`src/rtl/layered_pixel_gen.sv`:
```
// Two-stage priority compositor: NUM_LAYERS sprite layers over a programmable background.
// Optional frame-counted background flash is built when PIXEL_GEN_FLASH_EN is defined.
`timescale 1ns/1ps
module layered_pixel_gen #(
  parameter int unsigned            NUM_LAYERS   = 4,
  parameter int unsigned            RGB_W        = 12,
  parameter logic [RGB_W-1:0]       BG_RGB       = '0,
  parameter logic [RGB_W-1:0]       FLASH_RGB    = '1,
  parameter int unsigned            FLASH_FRAMES = 8
) (
  input  logic                        clk,
  input  logic                        reset,
  input  logic                        video_on,
  input  logic                        hsync_in,
  input  logic                        vsync_in,
  input  logic [9:0]                  pixel_x,
  input  logic [9:0]                  pixel_y,
  input  logic [NUM_LAYERS*RGB_W-1:0] layer_rgb,
  input  logic [NUM_LAYERS-1:0]       layer_on,
  input  logic                        flash_req,
  output logic [RGB_W-1:0]            rgb_out,
  output logic                        hsync_out,
  output logic                        vsync_out,
  output logic                        video_on_out,
  output logic                        frame_tick
);

  logic [NUM_LAYERS*RGB_W-1:0] s1_rgb;
  logic [NUM_LAYERS-1:0]       s1_on;
  logic                        s1_video;
  logic                        s1_hsync;
  logic                        s1_vsync;
  logic                        s1_frame;

  logic [RGB_W-1:0]            win_rgb;
  logic                        win_hit;
  logic [RGB_W-1:0]            bg_rgb;
  logic [RGB_W-1:0]            pix_rgb;

  always_ff @(posedge clk or posedge reset) begin
    if (reset) begin
      s1_rgb       <= '0;
      s1_on        <= '0;
      s1_video     <= 1'b0;
      s1_hsync     <= 1'b0;
      s1_vsync     <= 1'b0;
      s1_frame     <= 1'b0;
      rgb_out      <= '0;
      hsync_out    <= 1'b0;
      vsync_out    <= 1'b0;
      video_on_out <= 1'b0;
      frame_tick   <= 1'b0;
    end else begin
      s1_rgb       <= layer_rgb;
      s1_on        <= layer_on;
      s1_video     <= video_on;
      s1_hsync     <= hsync_in;
      s1_vsync     <= vsync_in;
      s1_frame     <= (pixel_x == '0) && (pixel_y == '0) && video_on;
      rgb_out      <= pix_rgb;
      hsync_out    <= s1_hsync;
      vsync_out    <= s1_vsync;
      video_on_out <= s1_video;
      frame_tick   <= s1_frame;
    end
  end

  // Layer 0 is frontmost: first hit in ascending order locks the winner.
  always_comb begin
    win_rgb = '0;
    win_hit = 1'b0;
    for (int unsigned i = 0; i < NUM_LAYERS; i++) begin
      if (!win_hit && s1_on[i]) begin
        win_rgb = s1_rgb[i*RGB_W +: RGB_W];
        win_hit = 1'b1;
      end
    end
  end

  always_comb begin
    pix_rgb = '0;
    if (s1_video) begin
      pix_rgb = win_hit ? win_rgb : bg_rgb;
    end
  end

`ifdef PIXEL_GEN_FLASH_EN
  logic [7:0] flash_cnt;
  logic       flash_active;

  // A request outranks the frame decrement so a coincident restart keeps the full count.
  always_ff @(posedge clk or posedge reset) begin
    if (reset) begin
      flash_cnt <= '0;
    end else if (flash_req) begin
      flash_cnt <= 8'(FLASH_FRAMES);
    end else if (frame_tick && (flash_cnt != '0)) begin
      flash_cnt <= flash_cnt - 8'd1;
    end
  end

  assign flash_active = (flash_cnt != '0);
  assign bg_rgb       = flash_active ? FLASH_RGB : BG_RGB;
`else
  logic                         flash_req_unused;
  localparam logic [RGB_W-1:0]  FLASH_RGB_UNUSED    = FLASH_RGB;
  localparam int unsigned       FLASH_FRAMES_UNUSED = FLASH_FRAMES;

  assign flash_req_unused = flash_req;
  assign bg_rgb           = BG_RGB;
`endif

endmodule

```
`config.mk`:
```
export PLATFORM = sky130hd
export DESIGN_NAME = layered_pixel_gen
export DESIGN_NICKNAME = d
export VERILOG_FILES = /design/src/rtl/layered_pixel_gen.sv
export SDC_FILE = /design/constraint.sdc
export NUM_CORES = 1
export LEC_CHECK = 0
export CAP_MARGIN = 25
export CORE_MARGIN = 3
export CORE_UTILIZATION = 40
export CTS_CLUSTER_SIZE = 14
export DETAILED_ROUTE_END_ITERATION = 8
export PLACE_DENSITY_LB_ADDON = 0.3
export SYNTH_ARGS = -nofsm -noshare
export SYNTH_HDL_FRONTEND = slang
export SYNTH_SLANG_ARGS = --single-unit
```
`constraint.sdc`:
```
create_clock -name clk -period 3.6 [get_ports clk]
set_input_delay 0.72 -clock clk [delete_from_list [all_inputs] [get_ports clk]]
set_output_delay 0.72 -clock clk [all_outputs]
set_load 0.05 [all_outputs]
```
==> flow_summary.yaml, run 1 <==
sta:
  layout_min_cycle_time_ps: 2200
  hold_viol_final: 0
  fmax_mhz: 454
  rsz0062_at_grt: "no"
  maxSlewHeadroom_pct: 35.6
  setup_viol: 0
  slew_violations: 0
  fin_setup_tns_ps: 0
  fin_crit_sh_pct: 61.2
  worst-slew-pin-transition_ps: 966
  finClkSkew_ps: 7.70
grt:
  grt_pass1_wl_mm: 8.06
  grt_pass1_vias: 1749
  grt_max_degree: 38
  antenna_found_initial: 0
  grt-ovfl-total: 0
  grtUsageTotal_pct: 15.1
power_and_ir_drop:
  finalPower_mw: 1.67
  netSwitchingPower_mw: 0.389
  intPower_mw: 1.28
  ir_drop_mv: 0.247
  combPwrFrac_pct: 12.7
  switching_share_pct: 23.3
  seqPwrFrac_pct: 52.4
  p_leak_nw: 1.53
  power_frac_clock_pct: 34.8
  p_per_area_nw_per_um2: 467
cells_and_area:
  fill_cells: 447
  nets: 339
  layout_common_cells: "92 x clkdlybuf4s50_1, 72 x dfrtp_1, 13 x nand2_1"
  drive_above_1_share_pct: 12.1
  largest_reg_flops: 48
  largest-register: "s1_rgb"
  area_growth_pct: 47.5
  largestRegisters: "s1_rgb (48), rgb_out (12), s1_on (4)"
  final_common_cell: "clkdlybuf4s50_1"
  num_antenna_cells: 0
  final_util_pct: 63.2
detailed_routing:
  wire_per_inst_um: 14.4
  drt_wl_total_mm: 4.84
  drt_iter0_markers: 78
  via_per_inst: 4.77
  antenna_left: 0
  drcViolationCount: 0
  via_count: 1609
  dr.pass1.iters: 4
critical_path:
  path_cells: "clkdlybuf4s50_1"
  critPathKind: "flop to primary output"
  critical-path-top-delay-family: "buffers and inverters"
  slowest_stage: "clkdlybuf4s50_1"
  cp-end-kind: "primary output"
  crit_path_max_incr_delay_ps: 800
  cp.buffers_inverters: 1
  crit_required_ps: 2880
  critPathMaxFanout: 1
  cp.arrival_ps: 1480
  start_kind: "flop"
die:
  dieArea_um2: 7050
  ios: 94
  core_um2: 5680
  die_x_um: 83.9
  start_util_pct: 42.8
  dieHeight_um: 83.9
  std_cell_rows: 27
logic_synthesis:
  synth_fp_nets: 242
  synth.distinct_cells: 18
  syn-instance-count: 164
  syn_area_um2: 2430
  syn_area_per_cell_um2: 14.8
  ys_ff_latch: 72
  yosysWarnings: 0
  seq_area_frac_synth_pct: 74.2
status:
  outcome: "complete, no violations"
clock_tree:
  cts_buffers: 9
  ctsRootBufferMaster: "clkbuf_8"
  cts_tree: "done"
  cts-resized-gates: 0
  post_cts_buffers: 0
  htreeDepth: 3
  path_clk_slew_ps: 70
  clockBufferDepth: 2
  cts.sinks: 72
  cts_hold_buf: 0
  clk_latency_ps: 320
placement:
  portBuffers: 92
  dp_hpwl_mm: 3.54
  gp_routability_congestion: 0.800
run:
  max-cap-violations: 0
min_path:
  min_path_type: "flop to flop"
[stage by stage]
stage | setup slack, ps | cell area [um^2] | hold slack, ps | std cells
after floorplan | 1060 | 2430 | 331 | 164
after global placement | 1480 | 3390 | 334 | 321
after detailed placement | 1460 | 3390 | 339 | 321
after CTS | 1380 | 3570 | 355 | 336
after global routing | 1340 | 3580 | 370 | 337
final | 1400 | 3580 | 353 | 337
[cells by family (layout without fill, tap and decap cells)]
kind of cell,count (synthesis),in the layout,share of synthesized area (%)
DFF,72,72,74.2
and+or+nand+nor,34,34,8.60
buffers and inverters,21,122,4.99
AOI/OAI and AO/OA,37,37,12.3
[path summary, 6_finish.rpt]
| kind | start | to | slack (ps) | cells past startpoint |
|---|---|---|---|---|
| max | rgb_out[6]$_DFF_PP0_ | rgb_out[6] | 1400 | 1 |
| min in group asynchronous | reset | s1_rgb[30]$_DFF_PP0_ | 840 | 2 |
| min | s1_frame$_DFF_PP0_ | frame_tick$_DFF_PP0_ | 350 | 0 |
| max reg2reg | s1_on[0]$_DFF_PP0_ | rgb_out[10]$_DFF_PP0_ | 1650 | 3 |
| max in group asynchronous | reset | s1_rgb[2]$_DFF_PP0_ | 2120 | 3 |
| min reg2reg | s1_frame$_DFF_PP0_ | frame_tick$_DFF_PP0_ | 350 | 0 |
[Yosys cell counts]
| library cell | instances | area, um^2 |
|---|---|---|
| nor3_1 | 1 | 5.00 |
| nor2_1 | 2 | 7.51 |
| o41ai_4 | 1 | 27.5 |
| a21oi_2 | 12 | 105 |
| nor4b_4 | 1 | 23.8 |
| clkbuf_1 | 1 | 3.75 |
| dfrtp_1 | 72 | 1800 |
| nor4_1 | 3 | 18.8 |
| buf_6 | 5 | 56.3 |
| clkbuf_4 | 1 | 7.51 |
| nand2_1 | 13 | 48.8 |
| nand4_1 | 1 | 6.26 |
| a22o_1 | 12 | 105 |
| nor4b_1 | 1 | 8.76 |
| a21oi_1 | 12 | 60.1 |
| nand3b_1 | 12 | 90.1 |
| inv_1 | 13 | 48.8 |
| buf_2 | 1 | 5.00 |
[cell type report]
cell class | instances | area (um^2) | share of cell area [%]
inverters | 13 | 48.8 | 1.36
well taps | 72 | 90.1 | 2.51
clock buffers | 9 | 124 | 3.46
repair buffers | 94 | 952 | 26.6
flip-flops and latches | 72 | 1800 | 50.3
multi-input cells | 71 | 507 | 14.1
clock inverters | 6 | 61.3 | 1.71
[power groups by stage]
stage / registers (mW) / logic (mW) / clock network, mW
after floorplan: 0.922 / 0.0640 / 0
after global placement: 0.891 / 0.212 / 0
after detailed placement: 0.892 / 0.215 / 0
after CTS: 0.877 / 0.215 / 0.602
after global routing: 0.881 / 0.229 / 0.638
final: 0.877 / 0.213 / 0.583
[metal layers]
layer  global-route usage, %  part of all wire [%]  vias to the layer above
met3                    6.12                   7.5                       11
met2                    27.1                    55                       66
met5                       0                     0                        -
met4                    7.31                   2.0                        0
li1                        -                     -                      747
met1                    14.9                    36                      785
(Power assumes the default switching activity.)
==> run 2, diff against run 1 <==
Clock period 3.6 ns to 2.1 ns, I/O delays scaled along.
==> run 2 against run 1 <==
Sequential power grew 70%. Wire length shrank 0.93%. Die area is the same. Sequential cell count is the same.
==> flow_summary.yaml, run 2 (synthesis results as in run 1) <==
cells_and_area:
  drive_above_1_share_pct: 12.7
  final_common_cell: "clkdlybuf4s50_1"
  area_growth_pct: 49.9
  design_area_um2: 3640
  largestRegisters: "s1_rgb (48), rgb_out (12), s1_on (4)"
  layout_common_cells: "92 x clkdlybuf4s50_1, 72 x dfrtp_1, 13 x nand2_1"
  largest-register: "s1_rgb"
  nets: 342
  largest_reg_flops: 48
  fill_cells: 447
  num_antenna_cells: 0
  final_util_pct: 64.2
detailed_routing:
  drt_iter0_markers: 52
  dr.pass1.iters: 4
  antenna_left: 0
  via_count: 1594
  wire_per_inst_um: 14.1
  drt_wl_total_mm: 4.79
  via_per_inst: 4.69
  drcViolationCount: 0
sta:
  fin_crit_sh_pct: 89.9
  setup_viol: 0
  finClkSkew_ps: 4.10
  hold_viol_final: 0
  fin_ws_ps: 212
  fmax_mhz: 530
  fin_setup_tns_ps: 0
  worst-slew-pin-transition_ps: 647
  layout_min_cycle_time_ps: 1890
  rsz0062_at_grt: "no"
  maxSlewHeadroom_pct: 56.8
  slew_violations: 0
critical_path:
  cp.buffers_inverters: 1
  crit_required_ps: 1680
  reg2reg_slack_ps: 550
  slowest_stage: "clkdlybuf4s50_1"
  cp-end-kind: "primary output"
  timing.rr.start: "s1_on[2]$_DFF_PP0_"
  critPathMaxFanout: 1
  r2r-end: "rgb_out[9]$_DFF_PP0_"
  cp.arrival_ps: 1470
  r2r.worst_path.cells: 4
  crit_path_max_incr_delay_ps: 800
  critical-path-top-delay-family: "buffers and inverters"
  start_kind: "flop"
  critPathKind: "flop to primary output"
  path_cells: "clkdlybuf4s50_1"
clock_tree:
  path_clk_slew_ps: 70
  clockBufferDepth: 2
  cts.sinks: 72
  cts_buffers: 9
  htreeDepth: 3
  cts_hold_buf: 0
  cts_tree: "done"
  clk_latency_ps: 320
  ctsRootBufferMaster: "clkbuf_8"
  post_cts_buffers: 0
  cts-resized-gates: 0
power_and_ir_drop:
  p_per_area_nw_per_um2: 835
  finalPower_mw: 3.04
  switching_share_pct: 21.4
  power_frac_clock_pct: 38.5
  seqPwrFrac_pct: 49.0
  combPwrFrac_pct: 12.4
  intPower_mw: 2.39
  ir_drop_mv: 0.450
  netSwitchingPower_mw: 0.652
  p_leak_nw: 1.56
die:
  start_util_pct: 42.8
  core_um2: 5680
  std_cell_rows: 27
  ios: 94
  dieHeight_um: 83.9
  die_x_um: 83.9
  dieArea_um2: 7050
run:
  max-cap-violations: 0
min_path:
  hold_depth: 0
  hp-start: "s1_frame$_DFF_PP0_"
  worstHoldEndpoint: "frame_tick$_DFF_PP0_"
  min_path_type: "flop to flop"
placement:
  portBuffers: 92
  gp_routability_congestion: 0.726
  dp_hpwl_mm: 3.27
  place_area_um2: 3420
  pre_cts_slack_ps: 549
grt:
  grt_max_degree: 73
  antenna_found_initial: 0
  grt-ovfl-total: 0
  grt_pass1_vias: 1701
  grtUsageTotal_pct: 15.1
  grt_pass1_wl_mm: 8.05
status:
  outcome: "complete, no violations"
-- run 2: cell type report --
class	instances	area [um^2]	share of cell area, %
Sequential cell	72	1800	49.5
Timing Repair Buffer	97	971	26.7
Multi-Input combinational cell	71	507	13.9
Clock buffer	12	155	4.26
Tap cell	72	90.1	2.47
Clock inverter	3	65.1	1.79
Inverter	13	52.6	1.44
-- run 2: worst max path at each step --
stage	cells after the start	slack (ps)	from	endpoint
after detailed placement	4	550	s1_on[2]$_DFF_PP0_	rgb_out[8]$_DFF_PP0_
after CTS	1	180	frame_tick$_DFF_PP0_	frame_tick
final	1	210	rgb_out[10]$_DFF_PP0_	rgb_out[10]
after floorplan	4	850	s1_on[0]$_DFF_PP0_	rgb_out[10]$_DFF_PP0_
after global routing	1	150	frame_tick$_DFF_PP0_	frame_tick
after global placement	1	560	rgb_out[3]$_DFF_PP0_	rgb_out[3]
-- run 2: stage by stage --
stage                     hold slack (ps)  cells
after floorplan                       331    164
after global placement                333    325
after detailed placement              336    325
after CTS                             352    340
after global routing                  358    340
final                                 350    340
-- run 2: power groups by stage --
stage	clock [mW]	combinational [mW]	sequential [mW]
5_1_grt	1.28	0.406	1.50
4_1_cts	1.21	0.384	1.49
3_3_place_gp	0	0.379	1.52
3_5_place_dp	0	0.382	1.52
6_report	1.17	0.378	1.49
2_1_floorplan	0	0.110	1.58
-- run 2: metal layers --
| metal | vias up | wire [um] | global-route usage (%) |
|---|---|---|---|
| met5 | - | 0 | 0 |
| met4 | 0 | 62 | 5.85 |
| met3 | 7 | 516 | 7.60 |
| met2 | 72 | 2390 | 23.6 |
| met1 | 766 | 1820 | 17.7 |
| li1 | 749 | - | - |
-- run 2: worst reg2reg max path, stage by stage, from the launching register on --
cell and delay (ps):
dfrtp_1 620, nor4b_4 360, buf_4 250, nand2_1 100, a21oi_2 150
==> run 3, diff against run 2 <==
Settings changed: CTS_CLUSTER_SIZE 14 to 30.
==> results of run 3 <==
Final layout, timing and power as in run 2 (identical DEF).
